### src/rtl/tog_hs_pkg.sv
// Shared types and default widths for the toggle-handshake responder.
// Holds the responder FSM state encoding and the parameter defaults.
// No logic.
package tog_hs_pkg;

    typedef enum logic {
        ST_IDLE = 1'b0,
        ST_WAIT = 1'b1
    } tog_hs_state_t;

    localparam int TOG_DATA_W   = 8;
    localparam int TOG_CNT_W    = 8;
    localparam int TOG_SYNC_MIN = 2;

endpackage

### src/rtl/tog_sync.sv
// Purpose: N-stage synchronizer for an async toggle plus prev register and XOR transition detect.
// Latency: a change on d reaches q_s after STAGES clk edges; tog_edge is high for the cycle after that.
// Backpressure: none; tog_edge is a single-cycle pulse per level change and is never held.
//   Ports: clk, clr_n (async active-low), d (async toggle in),
//          q_s (synchronized level), tog_edge (q_s differs from its previous value).
module tog_sync
    import tog_hs_pkg::*;
#(
    parameter int STAGES = TOG_SYNC_MIN
) (
    input  logic clk,
    input  logic clr_n,
    input  logic d,
    output logic q_s,
    output logic tog_edge
);

    // Stage counts below the metastability minimum are raised to it.
    localparam int N = (STAGES < TOG_SYNC_MIN) ? TOG_SYNC_MIN : STAGES;

    logic [N-1:0] sync_q, sync_d;
    logic         prev_q, prev_d;

    always_comb begin
        sync_d = {sync_q[N-2:0], d};
        prev_d = sync_q[N-1];
    end

    always_ff @(posedge clk or negedge clr_n) begin
        if (!clr_n) begin
            sync_q <= '0;
            prev_q <= 1'b0;
        end else begin
            sync_q <= sync_d;
            prev_q <= prev_d;
        end
    end

    assign q_s      = sync_q[N-1];
    assign tog_edge = sync_q[N-1] ^ prev_q;

endmodule

### src/rtl/tog_hs_responder.sv
// Purpose: responder side of a toggle req/ack link; presents each request on valid/ready, returns ack toggle.
// Latency: out_valid rises SYNC_STAGES+1 edges after req_tog changes; ack_tog flips on the accepting edge.
// Backpressure: out_valid/out_data hold while out_ready is low; a new toggle before ack is dropped and flagged.
//   Ports: clk, clr_n, req_tog/req_data (initiator side), out_valid/out_data/out_ready (consumer side),
//          ack_tog (back to initiator), evt_cnt (completed handshakes), proto_err/err_clr (sticky error).
module tog_hs_responder
    import tog_hs_pkg::*;
#(
    parameter int DATA_W      = TOG_DATA_W,
    parameter int SYNC_STAGES = TOG_SYNC_MIN,
    parameter int CNT_W       = TOG_CNT_W
) (
    input  logic              clk,
    input  logic              clr_n,
    input  logic              req_tog,
    input  logic [DATA_W-1:0] req_data,
    output logic              out_valid,
    output logic [DATA_W-1:0] out_data,
    input  logic              out_ready,
    output logic              ack_tog,
    output logic [CNT_W-1:0]  evt_cnt,
    output logic              proto_err,
    input  logic              err_clr
);

    logic tog_edge;
    // Only transitions of the request toggle matter; the level itself is not used.
    logic req_s_unused;

    tog_sync #(
        .STAGES (SYNC_STAGES)
    ) u_sync (
        .clk      (clk),
        .clr_n    (clr_n),
        .d        (req_tog),
        .q_s      (req_s_unused),
        .tog_edge (tog_edge)
    );

    tog_hs_state_t     state_q, state_d;
    logic              out_valid_q, out_valid_d;
    logic [DATA_W-1:0] out_data_q, out_data_d;
    logic              ack_tog_q, ack_tog_d;
    logic [CNT_W-1:0]  evt_cnt_q, evt_cnt_d;
    logic              proto_err_q, proto_err_d;

    always_comb begin
        state_d     = state_q;
        out_valid_d = out_valid_q;
        out_data_d  = out_data_q;
        ack_tog_d   = ack_tog_q;
        evt_cnt_d   = evt_cnt_q;
        proto_err_d = proto_err_q;

        if (err_clr) begin
            proto_err_d = 1'b0;
        end

        unique case (state_q)
            ST_IDLE: begin
                if (tog_edge) begin
                    out_data_d  = req_data;
                    out_valid_d = 1'b1;
                    state_d     = ST_WAIT;
                end
            end
            ST_WAIT: begin
                // A toggle here means the initiator did not wait for ack. The request is
                // dropped (edge consumed, payload untouched); the set overrides err_clr.
                if (tog_edge) begin
                    proto_err_d = 1'b1;
                end
                if (out_valid_q && out_ready) begin
                    out_valid_d = 1'b0;
                    ack_tog_d   = ~ack_tog_q;
                    evt_cnt_d   = evt_cnt_q + CNT_W'(1);
                    state_d     = ST_IDLE;
                end
            end
            default: begin
                state_d = ST_IDLE;
            end
        endcase
    end

    always_ff @(posedge clk or negedge clr_n) begin
        if (!clr_n) begin
            state_q     <= ST_IDLE;
            out_valid_q <= 1'b0;
            out_data_q  <= '0;
            ack_tog_q   <= 1'b0;
            evt_cnt_q   <= '0;
            proto_err_q <= 1'b0;
        end else begin
            state_q     <= state_d;
            out_valid_q <= out_valid_d;
            out_data_q  <= out_data_d;
            ack_tog_q   <= ack_tog_d;
            evt_cnt_q   <= evt_cnt_d;
            proto_err_q <= proto_err_d;
        end
    end

    assign out_valid = out_valid_q;
    assign out_data  = out_data_q;
    assign ack_tog   = ack_tog_q;
    assign evt_cnt   = evt_cnt_q;
    assign proto_err = proto_err_q;

endmodule

### config.mk
export PLATFORM = sky130hd
export DESIGN_NAME = tog_hs_responder
export DESIGN_NICKNAME = d
export VERILOG_FILES = /design/src/rtl/tog_hs_pkg.sv /design/src/rtl/tog_sync.sv /design/src/rtl/tog_hs_responder.sv
export SDC_FILE = /design/constraint.sdc
export NUM_CORES = 1
export LEC_CHECK = 0
export ABC_AREA = 1
export BUFFER_PORTS_ARGS = -buffer_cell sky130_fd_sc_hd__buf_2
export CAP_MARGIN = 20
export CORE_MARGIN = 3
export CORE_UTILIZATION = 44
export CTS_CLUSTER_SIZE = 14
export DETAILED_ROUTE_END_ITERATION = 10
export PLACE_DENSITY = 0.71
export SLEW_MARGIN = 25
export SYNTH_ARGS = -nofsm -noshare
export SYNTH_HDL_FRONTEND = slang
export SYNTH_HIERARCHICAL = 1
export SYNTH_SLANG_ARGS = --single-unit
### constraint.sdc
create_clock -name clk -period 3.4 [get_ports clk]
set_clock_uncertainty 0.2 [all_clocks]
set_input_delay 1.02 -clock clk [delete_from_list [all_inputs] [get_ports clk]]
set_output_delay 1.02 -clock clk [all_outputs]
set_load 0.01 [all_outputs]
==> results.md <==
- Run status: finished clean
- Setup violators final: 0
- Layout Utilization: 58.1%
- IO Pins: 32
- CORE AREA: slightly above 0.002 sq mm
- CTS root buffer: clkbuf_4
- DRT iter0 DRCs: 19
- First-pass GRT wire length: 3020 um
- Critical path class: flip-flop to primary output
- Post-Syn Nets: 121
- Sw frac: 39.3%
- Die footprint: between 0.002 and 0.003 sq mm
- Req. time, crit path: 2180 ps
- Initial antenna violation count: 0
- Seq/Total Area, Yosys: 58.7%
- Die Width: 53.2 um
- Pwr/cell area: 762 mW/mm^2
- Fin crit share: 63.5%
- FF+latch count, synth: 23
- Max transition margin: between 60% and 70%
- Most frequent cells in the layout: nand2_1 (36), buf_2 (31), dfrtp_1 (23)
- Ranking of synthesized cells by area: dfrtp_1 (59%), nand2_1 (14%), nand3_1 (7.2%)
- Antenna Nets Post-Route: 0
- Drt total wl: 1780 um
- Seq pwr share: about half
- Buf+Inv Stages, Crit Path: 1
- Yosys warning total: 6
- CTS buffer count: 3
- DPL Wire Length: 1350 um
- Crit path max-delay cell type: dfrtp_1
- Gr usage total: 14.9%
- H-tree depth: 1
- Antenna Cells: 0
- Hold Violations, Final: 0
- Vias in the first global route: 716
- Leakage power: 0.670 nW
- CTS Buffer Depth: 2
- CP Max Fanout: 6
- Worst Tran Pin Value: 487 ps
- Area Overhead vs Synth: 21.1%
- Gate power share: 36.4%
- Worst Setup End Kind: primary output
- Startpoint Class: flip-flop
- Cell taking the most area after synthesis: dfrtp_1
- Fill count: 197
- Cells after synthesis: 107
- Via-to-Cell Ratio: 4.60
- Mapped cell area: 980 sq um
- Post_cts resized: 0
- Sw power: approximately 0.00036 W
- Post-synth top area share: between 50% and 60%
- Setup Fix Bufs, Post-CTS: 0
- Post-Syn Area per Cell: 9.16 sq um
- Maximum vdd drop: 380 uV
- Commonest non-fill, non-tap cell in the layout: nand2_1
- Worst hold path type: flip-flop to flip-flop
- Clk pwr share: 13.5%
- Number of max-cap violations: 0
- Worst path max stage delay: around 470 ps
- Largest net degree at the start of global routing: 24
- CP top delay family: flip-flops
- # hold bufs at CTS: 0
- # DRC: 0
- Worst skew pair latency: 300 ps
- Slew Limit Fails: 0
- Ratio of cells with drive above 1 in the final layout: 27.9%
- Fin nets: 155
- Pre-Repair DR Iteration Count: 4
- Crit path cell chain: buf_2
- Cell row count: 16
- GRT Residual Overflow: 0
- TNS Setup: 0 ps
- Pint: between 0.0005 and 0.0006 W
- Clock transition at path regs: 120 ps
- Worst path arrival time: around 940 ps
- Wire length per cell: 10.7 um
- Clock sinks: 23
- Die H: 53.2 um
- Starting Density: 48.0%
- Via Count: 768
- Port Buffer Count: 31
- RSZ-0062 raised after global routing: false
- Final min period: 2160 ps
- TritonCTS clock tree: yes
- Post-synth cell types: 16
- Fmax: about 460 MHz
- Placer Congestion: 0.729
power groups by stage:
stage / combinational, W / sequential, W / clock, W
6_report: 0.000329 / 0.000453 / 0.000122
5_1_grt: 0.000378 / 0.000466 / 0.000140
4_1_cts: 0.000337 / 0.000453 / 0.000128
3_5_place_dp: 0.000336 / 0.000457 / 0
3_3_place_gp: 0.000329 / 0.000452 / 0
2_1_floorplan: 0.000161 / 0.000494 / 0
registers in the layout, indices dropped and copies added, names as in the netlist:
signal / flops
ack_tog: 1
evt_cnt: 8
out_data: 8
out_valid: 1
proto_err: 1
state_q: 1
u_sync/prev_q: 1
u_sync/sync_q: 2
per-layer routing:
| metal | track usage, % | share of wire, % | up-vias |
|---|---|---|---|
| met5 | 0 | 0 | - |
| met4 | 6.38 | 0.67 | 0 |
| li1 | - | - | 398 |
| met3 | 2.54 | 7.0 | 2 |
| met2 | 23.1 | 43 | 25 |
| met1 | 20.3 | 50 | 343 |
metrics by stage:
stage	worst slack, ps	std cells	instance area [sq um]	hold slack (ps)	power, W
floorplan	1660	107	980	131	0.000655
global placement	1480	163	1160	133	0.000781
detailed placement	1460	163	1160	137	0.000793
CTS	1230	167	1190	178	0.000919
global route	1180	167	1190	191	0.000985
finish	1240	167	1190	170	0.000904
cell usage after synthesis:
master and count:
nand3_1 14, o21ai_0 1, xnor2_1 1, nor2_4 1, buf_2 2, nand3b_1 1, nor2_2 2, o22ai_1 1
nand2_1 36, xor2_1 4, ha_1 1, inv_1 14, nand3_4 1, a21oi_1 1, nor2_1 4, dfrtp_1 23
final cells by class:
type | count | area [sq um] | share of cell area, %
timing repair buffer | 31 | 155 | 13.1
tap | 27 | 33.8 | 2.85
sequential | 23 | 576 | 48.5
clock inverter | 1 | 5.00 | 0.422
clock buffer | 3 | 22.5 | 1.90
multi-input combinational | 68 | 342 | 28.8
inverter | 14 | 52.6 | 4.43
logic make-up after synthesis:
family / count (synthesis) / share of synthesized area, %
simple gates: 59 / 27.5
xor+xnor: 5 / 4.47
flops: 23 / 58.7
fa+ha+maj: 1 / 1.28
buf+inv: 16 / 6.39
compound gates: 3 / 1.66
worst paths after layout:
path                                  start                to  slack, ps  depth (start not counted)
hold / removal             u_sync/sync_q[0]  u_sync/sync_q[1]        170                          0
min in group asynchronous             clr_n       out_data[3]        460                          1
setup / recovery                 evt_cnt[2]        evt_cnt[2]       1240                          1
max in group asynchronous             clr_n        evt_cnt[1]       2210                          1
setup reg to reg           u_sync/sync_q[1]       out_data[1]       1930                          6
hold reg to reg            u_sync/sync_q[0]  u_sync/sync_q[1]        170                          0
No activity file was read; power rests on OpenSTA's default activity.
